===== src/rtl/pc_fetch_unit_if.sv =====
// Instruction-memory request/ready channel between the fetch unit and the
// instruction memory. Only one request is outstanding at a time.
interface pc_fetch_unit_if;
  logic        imem_req;
  logic [31:0] imem_addr;
  logic        imem_ready;
  logic [31:0] imem_rdata;

  modport master (output imem_req, output imem_addr, input imem_ready, input imem_rdata);
  modport slave  (input imem_req, input imem_addr, output imem_ready, output imem_rdata);
endinterface


===== src/rtl/pc_fetch_unit.sv =====
// Fetch stage: owns the PC, runs the single-outstanding imem handshake and
// drives the IF/ID register, handling hazard stalls and redirect squashes.
module pc_fetch_unit #(
  parameter logic [31:0] RESET_VECTOR = 32'h0000_0000,
  parameter logic [31:0] EXC_VECTOR   = 32'h0000_0180
) (
  input  logic                   clk,
  input  logic                   reset,
  input  logic [1:0]             PCSource,
  input  logic [31:0]            PC_branch,
  input  logic [31:0]            PC_jump,
  input  logic                   Stall,
  pc_fetch_unit_if.master        imem,
  output logic [31:0]            Instr_IF,
  output logic [31:0]            PC_IF,
  output logic [31:0]            PC_plus4_IF,
  output logic                   Valid_IF
);

  typedef enum logic [1:0] {FETCH, DROP, HOLD} state_t;

  state_t      state_reg, state_next;
  logic [31:0] pc_reg, pc_next;
  logic [31:0] fetch_addr_reg, fetch_addr_next;
  logic [31:0] hold_instr_reg, hold_instr_next;
  logic [31:0] hold_pc_reg, hold_pc_next;
  logic [31:0] instr_if_reg, instr_if_next;
  logic [31:0] pc_if_reg, pc_if_next;
  logic [31:0] pc_plus4_if_reg, pc_plus4_if_next;
  logic        valid_if_reg, valid_if_next;

  logic        redirect;
  logic        xfer;
  logic [31:0] target_raw;
  logic [31:0] target;
  logic [31:0] fetch_addr_plus4;

  assign redirect         = (PCSource != 2'd0);
  assign xfer             = imem.imem_req & imem.imem_ready;
  assign fetch_addr_plus4 = fetch_addr_reg + 32'd4;

  always_comb begin
    target_raw = PC_branch;
    case (PCSource)
      2'd1:    target_raw = PC_branch;
      2'd2:    target_raw = PC_jump;
      2'd3:    target_raw = EXC_VECTOR;
      default: target_raw = PC_branch;
    endcase
  end
  assign target = target_raw & ~32'h3;

  always_ff @(posedge clk or posedge reset) begin
    if (reset) state_reg <= FETCH;
    else       state_reg <= state_next;
  end

  always_comb begin
    state_next = state_reg;
    case (state_reg)
      FETCH: begin
        if (redirect)           state_next = xfer ? FETCH : DROP;
        else if (xfer && Stall) state_next = HOLD;
      end
      DROP:    if (xfer) state_next = FETCH;
      HOLD:    if (redirect || !Stall) state_next = FETCH;
      default: state_next = FETCH;
    endcase
  end

  // The address stays on the bus until accepted; HOLD keeps the bus idle.
  always_comb begin
    imem.imem_req  = (state_reg != HOLD);
    imem.imem_addr = fetch_addr_reg;
  end

  always_comb begin
    pc_next          = pc_reg;
    fetch_addr_next  = fetch_addr_reg;
    hold_instr_next  = hold_instr_reg;
    hold_pc_next     = hold_pc_reg;
    instr_if_next    = instr_if_reg;
    pc_if_next       = pc_if_reg;
    pc_plus4_if_next = pc_plus4_if_reg;
    valid_if_next    = valid_if_reg;
    case (state_reg)
      FETCH: begin
        if (redirect) begin
          pc_next       = target;
          valid_if_next = 1'b0;
          if (xfer) fetch_addr_next = target;
        end else if (xfer && !Stall) begin
          instr_if_next    = imem.imem_rdata;
          pc_if_next       = fetch_addr_reg;
          pc_plus4_if_next = fetch_addr_plus4;
          valid_if_next    = 1'b1;
          pc_next          = fetch_addr_plus4;
          fetch_addr_next  = fetch_addr_plus4;
        end else if (xfer) begin
          hold_instr_next = imem.imem_rdata;
          hold_pc_next    = fetch_addr_reg;
          pc_next         = fetch_addr_plus4;
          fetch_addr_next = fetch_addr_plus4;
        end else if (!Stall) begin
          valid_if_next = 1'b0;
        end
      end
      DROP: begin
        // Wrong-path response is discarded; resume at the newest target.
        if (redirect) pc_next = target;
        if (redirect || !Stall) valid_if_next = 1'b0;
        if (xfer) fetch_addr_next = redirect ? target : pc_reg;
      end
      HOLD: begin
        if (redirect) begin
          pc_next         = target;
          fetch_addr_next = target;
          valid_if_next   = 1'b0;
        end else if (!Stall) begin
          instr_if_next    = hold_instr_reg;
          pc_if_next       = hold_pc_reg;
          pc_plus4_if_next = hold_pc_reg + 32'd4;
          valid_if_next    = 1'b1;
        end
      end
      default: ;
    endcase
  end

  always_ff @(posedge clk or posedge reset) begin
    if (reset) begin
      pc_reg          <= RESET_VECTOR;
      fetch_addr_reg  <= RESET_VECTOR;
      hold_instr_reg  <= 32'd0;
      hold_pc_reg     <= 32'd0;
      instr_if_reg    <= 32'd0;
      pc_if_reg       <= 32'd0;
      pc_plus4_if_reg <= 32'd0;
      valid_if_reg    <= 1'b0;
    end else begin
      pc_reg          <= pc_next;
      fetch_addr_reg  <= fetch_addr_next;
      hold_instr_reg  <= hold_instr_next;
      hold_pc_reg     <= hold_pc_next;
      instr_if_reg    <= instr_if_next;
      pc_if_reg       <= pc_if_next;
      pc_plus4_if_reg <= pc_plus4_if_next;
      valid_if_reg    <= valid_if_next;
    end
  end

  assign Instr_IF    = instr_if_reg;
  assign PC_IF       = pc_if_reg;
  assign PC_plus4_IF = pc_plus4_if_reg;
  assign Valid_IF    = valid_if_reg;

endmodule

===== src/flat_wrapper.sv =====
// flat-port wrapper written by rule: the top's interface ports become plain ports
module pc_fetch_unit_flat 
#(
  parameter logic [31:0] RESET_VECTOR = 32'h0000_0000,
  parameter logic [31:0] EXC_VECTOR   = 32'h0000_0180
)
  (clk, reset, PCSource, PC_branch, PC_jump, Stall, Instr_IF, PC_IF, PC_plus4_IF, Valid_IF, imem_imem_req, imem_imem_addr, imem_imem_ready, imem_imem_rdata);
  pc_fetch_unit_if imem_i ();
  input  logic clk;
  input  logic reset;
  input  logic [1:0] PCSource;
  input  logic [31:0] PC_branch;
  input  logic [31:0] PC_jump;
  input  logic Stall;
  output logic [31:0] Instr_IF;
  output logic [31:0] PC_IF;
  output logic [31:0] PC_plus4_IF;
  output logic Valid_IF;
  output wire logic [$bits(imem_i.imem_req)-1:0] imem_imem_req;
  output wire logic [$bits(imem_i.imem_addr)-1:0] imem_imem_addr;
  input wire logic [$bits(imem_i.imem_ready)-1:0] imem_imem_ready;
  input wire logic [$bits(imem_i.imem_rdata)-1:0] imem_imem_rdata;
  assign imem_imem_req = imem_i.imem_req;
  assign imem_imem_addr = imem_i.imem_addr;
  assign imem_i.imem_ready = imem_imem_ready;
  assign imem_i.imem_rdata = imem_imem_rdata;
  pc_fetch_unit #(.RESET_VECTOR(RESET_VECTOR), .EXC_VECTOR(EXC_VECTOR)) u_core (.clk(clk), .reset(reset), .PCSource(PCSource), .PC_branch(PC_branch), .PC_jump(PC_jump), .Stall(Stall), .imem(imem_i), .Instr_IF(Instr_IF), .PC_IF(PC_IF), .PC_plus4_IF(PC_plus4_IF), .Valid_IF(Valid_IF));
endmodule

===== config.mk =====
export PLATFORM = sky130hd
export DESIGN_NAME = pc_fetch_unit_flat
export DESIGN_NICKNAME = d
export VERILOG_FILES = /design/src/rtl/pc_fetch_unit_if.sv /design/src/rtl/pc_fetch_unit.sv /design/src/flat_wrapper.sv
export SDC_FILE = /design/constraint.sdc
export NUM_CORES = 1
export LEC_CHECK = 0
export CAP_MARGIN = 20
export CORE_ASPECT_RATIO = 1.2
export CORE_MARGIN = 4
export CORE_UTILIZATION = 48
export CTS_BUF_LIST = sky130_fd_sc_hd__clkbuf_16
export DETAILED_ROUTE_END_ITERATION = 10
export PLACE_DENSITY = 0.84
export SYNTH_ARGS = -nofsm -noshare
export SYNTH_HDL_FRONTEND = slang
export SYNTH_SLANG_ARGS = --single-unit

===== constraint.sdc =====
create_clock -name clk -period 7.7 [get_ports clk]
set_input_delay 1.54 -clock clk [delete_from_list [all_inputs] [get_ports clk]]
set_output_delay 1.54 -clock clk [all_outputs]
set_load 0.05 [all_outputs]

==> results of run 1 <==
==> power groups by stage <==
stage / combinational (mW) / clock, mW / sequential (mW)
3_3_place_gp: 3.19 / 0 / 2.22
6_report: 3.29 / 1.11 / 2.25
5_1_grt: 3.49 / 1.17 / 2.32
2_1_floorplan: 1.26 / 0 / 3.10
3_5_place_dp: 3.25 / 0 / 2.26
4_1_cts: 3.27 / 1.12 / 2.24
==> per-stage QoR <==
| step | worst slack [ns] | hold slack [ns] |
|---|---|---|
| global route | 3.483 | 0.4952 |
| finish | 3.629 | 0.4622 |
| global placement | 3.175 | 0.4547 |
| CTS | 3.689 | 0.4712 |
| detailed placement | 3.162 | 0.4572 |
| floorplan | 3.222 | 0.4547 |
==> metal layers <==
metal	track usage	up-vias	part of all wire
met5	0	-	0
met4	0.08948	0	0.034
met3	0.04029	82	0.089
met2	0.3938	567	0.46
met1	0.3332	5046	0.41
li1	-	4831	-
==> layout make-up <==
class / count / share of cell area
Multi-Input combinational cell: 902 / 0.3914
Sequential cell: 225 / 0.3701
Timing Repair Buffer: 239 / 0.1582
Clock buffer: 25 / 0.04112
Tap cell: 325 / 0.02673
Clock inverter: 19 / 0.008224
Inverter: 16 / 0.004194
==> cells in the final DEF (no fill, tap or decap), types with 4 or more instances in the layout <==
| master | Yosys | routed |
|---|---|---|
| nand2_1 | 159 | 159 |
| o22ai_1 | 17 | 17 |
| o21a_1 | 6 | 6 |
| and4_1 | 6 | 6 |
| xor2_1 | 22 | 22 |
| mux2_2 | 64 | 64 |
| clkbuf_16 | 0 | 25 |
| a31oi_1 | 12 | 12 |
| and2_1 | 12 | 12 |
| nand3_1 | 28 | 28 |
| a221o_1 | 9 | 9 |
| clkinv_1 | 1 | 10 |
| mux2_1 | 4 | 4 |
| nor2_1 | 69 | 68 |
| dfrtp_1 | 225 | 225 |
| mux2i_1 | 67 | 67 |
| a221oi_1 | 8 | 8 |
| o221ai_1 | 8 | 8 |
| and3_1 | 10 | 10 |
| a21oi_1 | 53 | 53 |
| clkdlybuf4s50_1 | 0 | 227 |
| xnor2_1 | 32 | 32 |
| a22oi_1 | 37 | 37 |
| inv_1 | 15 | 16 |
| ha_1 | 7 | 5 |
| o22a_1 | 6 | 6 |
| o21ai_1 | 5 | 5 |
| nor3_1 | 15 | 15 |
| a22o_1 | 9 | 9 |
| nand4_1 | 17 | 17 |
| nor2_2 | 4 | 4 |
| a211oi_1 | 10 | 10 |
| o21ai_0 | 144 | 144 |
| buf_4 | 5 | 9 |
| o2bb2ai_1 | 6 | 6 |
| nand2b_1 | 8 | 7 |
| clkinvlp_4 | 0 | 4 |
==> worst reg2reg max path, delay by kind of cell, from the launching register on <==
| family | cells | cell delay, ns |
|---|---|---|
| AOI/OAI and AO/OA | 2 | 0.56 |
| adders and majority gates | 1 | 0.44 |
| buffers and inverters | 2 | 0.80 |
| DFF | 1 | 0.40 |
| and+or+nand+nor | 2 | 1.02 |
==> cell families (layout without fill, tap and decap cells) <==
kind of cell | count (synthesis) | after routing | share of synthesized area
simple gates | 347 | 347 | 0.1373
compound gates | 359 | 359 | 0.1879
fa+ha+maj | 7 | 7 | 0.007255
xor+xnor | 54 | 54 | 0.03918
mux | 135 | 135 | 0.1190
flops | 225 | 225 | 0.4664
buf+inv | 116 | 299 | 0.04291
==> path summary, 6_finish.rpt <==
check | endpoint | cells past startpoint | start | slack (ns)
setup / recovery | u_core.imem.imem_addr[11] | 7 | PCSource[0] | 3.63
hold / removal | u_core.PC_plus4_IF[14] | 2 | u_core.PC_plus4_IF[14] | 0.46
setup reg to reg | u_core.Instr_IF[12] | 7 | u_core.state_reg[0] | 4.32
hold reg to reg | u_core.PC_plus4_IF[14] | 2 | u_core.PC_plus4_IF[14] | 0.46
max in group asynchronous | u_core.pc_reg[30] | 4 | reset | 5.01
min in group asynchronous | u_core.hold_instr_reg[21] | 2 | reset | 1.25
==> flow_metrics.tcl, run 1 <==
set metrics [dict create \
    relSlewSlack 0.2970 \
    power.density_nw_per_um2 437.2 \
    critPathSlowestCell "clkdlybuf4s50_1" \
    combPwrFrac 0.495 \
    synth-main-ff-cell "dfrtp_1" \
    finalCritPeriodShare 0.5287 \
    synthTopCellsByArea "dfrtp_1 47%, o21ai_0 6.0%, mux2_2 6.0%" \
    intPower_mw 3.505 \
    grt_max_degree 183 \
    die_h_um 181.7 \
    fin_setup_tns_ns 0 \
    routed_wl_um 35150 \
    final_cells 1751 \
    numPortBuffers 227 \
    synth-async-reset-ratio 1.000 \
    finalPower_mw 6.653 \
    viasPerCell 6.011 \
    placed_cell_area_um2 14420 \
    pin_count 232 \
    ys_ff_latch 225 \
    synth.yosys.seq_area_share 0.4664 \
    route.detailed.drc 0 \
    hp-class "flip-flop to flip-flop" \
    synthTopCellsByCount "225 x dfrtp_1, 159 x nand2_1, 144 x o21ai_0" \
    drive_gt1_frac 0.09467 \
    dp.cells 1705 \
    clock_skew_ns 0.01151 \
    cts_tree "built" \
    clk_pin_slew_ns 0.06 \
    ant_nets 0 \
    regArea_um2 5630 \
    seqPwrFrac 0.338 \
    post_cts_resized 0 \
    htree_levels 1 \
    yosysWarnings 0 \
    max-vdd-ir-drop_v 0.0002319 \
    die_x_um 152.8 \
    grt_pass1_vias 10418 \
    clock_sinks 225 \
    rsz0062_at_grt "no" \
    place_hpwl_um 24380 \
    cp_top_family "compound AO/OA/AOI/OAI gates" \
    fin_area_um2 15210 \
    synth_top_area_cell "dfrtp_1" \
    required_ns 8.10 \
    synth_edf_count 0 \
    yosysMostFrequentCell "dfrtp_1" \
    diodes 0 \
    synth.distinct_cells 66 \
    antenna_found_initial 1 \
    start_util 0.4877 \
    min_period_ns 4.071 \
    grt_usage 0.2438 \
    utilization 0.6147 \
    sw_frac_of_total 0.4732 \
    hold_viol_final 0 \
    multi_input_area_um2 5956 \
    nets 1517 \
    cts_root_buf "clkbuf_16" \
    fmax_ghz 0.2457 \
    holdBufCountCts 0 \
    critPathBufInv 2 \
    netlist.area_leader.share 0.4664 \
    clock_path_buffers 3 \
    outcome "finished clean" \
    die_area_um2 27760 \
    n_fill_cell 2062 \
    critPathCaptureType "flip-flop" \
    grt-ovfl-total 0 \
    path_class "input port to flip-flop" \
    path_max_fanout 21 \
    clkPwrFrac 0.167 \
    setup_viol 0 \
    area_delta_synth_final_pct 26.04 \
    p_sw_mw 3.148 \
    numCtsBuffers 24 \
    via_count 10526 \
    drv_slew 0 \
    grt_pass1_wl_um 55960 \
    worst_pin_slew_ns 1.050 \
    insertion_delay_ns 0.52 \
    syn_area_um2 12070 \
    place_congestion 0.8887 \
    first_pass_iters 6 \
    core.rowCount 63 \
    crit_chain "clkdlybuf4s50_1 > nor2_4 > a211oi_1 > o21ai_2 > buf_4 > nor2_1 > a221o_1" \
    first_iter_violations 1279 \
    syn_inst 1243 \
    p_leak_nw 6.066 \
    synth.avg_cell_area_um2 9.712 \
    post_cts_buffers 0 \
    critPathLaunchType "input port" \
    synthesis.nets 1352 \
    avgRoutedWirePerCell_um 20.07 \
    critPathArrivalTime_ns 4.47 \
    cap_violations 0 \
    design.core.area_um2 24750 \
    critical_path.max_stage_delay_ns 0.72 \
]
No activity file was read; power rests on OpenSTA's default activity.
==> run 2: changes to the inputs <==
--- a/config.mk
+++ b/config.mk
@@ -8,10 +8,10 @@
 export CAP_MARGIN = 20
 export CORE_ASPECT_RATIO = 1.2
 export CORE_MARGIN = 4
-export CORE_UTILIZATION = 48
+export CORE_UTILIZATION = 51
 export CTS_BUF_LIST = sky130_fd_sc_hd__clkbuf_16
 export DETAILED_ROUTE_END_ITERATION = 10
-export PLACE_DENSITY = 0.84
+export PLACE_DENSITY = 0.85
 export SYNTH_ARGS = -nofsm -noshare
 export SYNTH_HDL_FRONTEND = slang
 export SYNTH_SLANG_ARGS = --single-unit
==> constraint.sdc (replaced) <==
create_clock -name clk -period 4 [get_ports clk]
set_input_delay 0.8 -clock clk [delete_from_list [all_inputs] [get_ports clk]]
set_output_delay 0.8 -clock clk [all_outputs]
set_load 0.05 [all_outputs]
==> run 2 against run 1 <==
Clock power increased by 86%. Sequential cell count unchanged. Final cell count increased by 0.29%. Via count increased by 2.1%. Critical path depth decreased by 3. Non-clock buffer count increased by 18. Cell area increased by 0.63%. Register-to-register slack got worse by 3.2 ns. First-iteration DRC count decreased by 11%. Setup slack got worse by 3.0 ns. Clock skew increased by 0.0020 ns. Critical path type is now flip-flop to output port. Largest power group unchanged.
==> flow_metrics.tcl, run 2 (synthesis results as in run 1) <==
set metrics [dict create \
    drv_slew 0 \
    p_leak_nw 6.156 \
    dp.cells 1715 \
    rsz0062_at_grt "no" \
    cts_root_buf "clkbuf_16" \
    utilization 0.6577 \
    grt_pass1_wl_um 55980 \
    viasPerCell 6.122 \
    first_iter_violations 1134 \
    numPortBuffers 227 \
    post_cts_resized 0 \
    post-place-ws_ns 0.6583 \
    worst_pin_slew_ns 0.9039 \
    via_count 10750 \
    critPathLaunchType "flip-flop" \
    cp-startpoint "u_core.state_reg[0]" \
    diodes 0 \
    worstSetupEndpoint "imem_imem_req" \
    design.core.area_um2 23280 \
    grt_max_degree 96 \
    rrSetupSlack_ns 1.16 \
    grt-ovfl-total 0 \
    final_cells 1756 \
    clk_pin_slew_ns 0.06 \
    first_pass_iters 6 \
    combPwrFrac 0.499 \
    grt_usage 0.2623 \
    place_congestion 0.9267 \
    holdBufCountCts 0 \
    final_cell_mix "227 x clkdlybuf4s50_1, 225 x dfrtp_1, 159 x nand2_1, 144 x o21ai_0, 68 x nor2_1" \
    clock_skew_ns 0.01351 \
    rr_startpoint "u_core.state_reg[0]" \
    insertion_delay_ns 0.51 \
    critPathArrivalTime_ns 2.53 \
    clock_sinks 225 \
    die_h_um 176.5 \
    path_max_fanout 10 \
    required_ns 3.20 \
    die_area_um2 26210 \
    die_x_um 148.4 \
    max-vdd-ir-drop_v 0.0003735 \
    area_delta_synth_final_pct 26.82 \
    start_util 0.5186 \
    finalPower_mw 12.78 \
    path_class "flip-flop to output port" \
    post_cts_buffers 0 \
    min_period_ns 3.326 \
    clock_path_buffers 3 \
    cts_tree "built" \
    critPathCaptureType "output port" \
    p_sw_mw 6.044 \
    hp-class "flip-flop to flip-flop" \
    r2r_end "u_core.imem.imem_addr[21]" \
    routed_wl_um 35690 \
    nets 1534 \
    pin_count 232 \
    avgRoutedWirePerCell_um 20.32 \
    grt_pass1_vias 10490 \
    drive_gt1_frac 0.1041 \
    outcome "finished clean" \
    numCtsBuffers 23 \
    clkPwrFrac 0.161 \
    ant_nets 0 \
    core.rowCount 61 \
    reg2reg_depth 7 \
    htree_levels 1 \
    seqPwrFrac 0.340 \
    hold_viol_final 0 \
    relSlewSlack 0.3974 \
    intPower_mw 6.736 \
    place_hpwl_um 25570 \
    setup_viol 0 \
    route.detailed.drc 0 \
    sw_frac_of_total 0.4729 \
    fmax_ghz 0.3007 \
    layout_commonest_cell "clkdlybuf4s50_1" \
    min_from "u_core.PC_plus4_IF[6]" \
    power.density_nw_per_um2 834.8 \
    setup_slack_ns 0.6739 \
    fin_setup_tns_ns 0 \
    cap_violations 0 \
    finalCritPeriodShare 0.8315 \
    antenna_found_initial 0 \
]
[run 2: cell count changes in the layout (fill, tap and decap cells not counted), sizes merged]
cell | before | now
buf | 12 | 30
bufinv | 1 | 2
clkbuf | 25 | 23
clkinvlp | 4 | 1
inv | 16 | 17
[run 2: metal layers]
layer | global-route usage | vias to the layer above | wire length [um]
li1 | - | 4875 | -
met1 | 0.3491 | 5184 | 14430
met2 | 0.4326 | 603 | 16850
met3 | 0.04211 | 88 | 3078
met4 | 0.1013 | 0 | 1330
met5 | 0 | - | 0
[run 2: area by class of cell]
type | count | area (um2)
clock buffer | 23 | 575.6
timing repair buffer | 257 | 2560
multi-input combinational | 902 | 5956
inverter | 16 | 63.81
sequential | 225 | 5630
fill | 1808 | 7969
tap | 315 | 394.1
clock inverter | 18 | 130.1
[run 2: worst min-delay path by stage]
stage / to / slack [ns] / depth (start not counted)
2_1_floorplan: u_core.pc_reg[10] / 0.45 / 1
3_3_place_gp: u_core.PC_plus4_IF[6] / 0.45 / 2
3_5_place_dp: u_core.PC_plus4_IF[6] / 0.46 / 2
4_1_cts: u_core.PC_plus4_IF[6] / 0.47 / 2
5_1_grt: u_core.PC_IF[27] / 0.49 / 2
6_report: u_core.PC_plus4_IF[6] / 0.47 / 2
[run 2: stage by stage]
stage               hold slack [ns]  instance area, um2
floorplan                    0.4547               12080
detailed placement           0.4575               14600
CTS                          0.4712               15310
global placement             0.4519               14600
finish                       0.4681               15310
global route                 0.4905               15310
[run 2: power groups by stage]
stage               Sequential [mW]  Combinational [mW]  Clock [mW]
floorplan                      5.96                2.42           0
global placement               4.25                6.20           0
detailed placement             4.34                6.33           0
CTS                            4.30                6.36        2.08
global route                   4.47                6.74        2.16
finish                         4.34                6.38        2.06
[run 2: worst max-delay path, cell delays in order, from the launching register on]
cell,delay [ns]
dfrtp_1,0.42
inv_1,0.16
ha_2,0.35
clkinv_1,0.30
clkdlybuf4s50_1,0.79
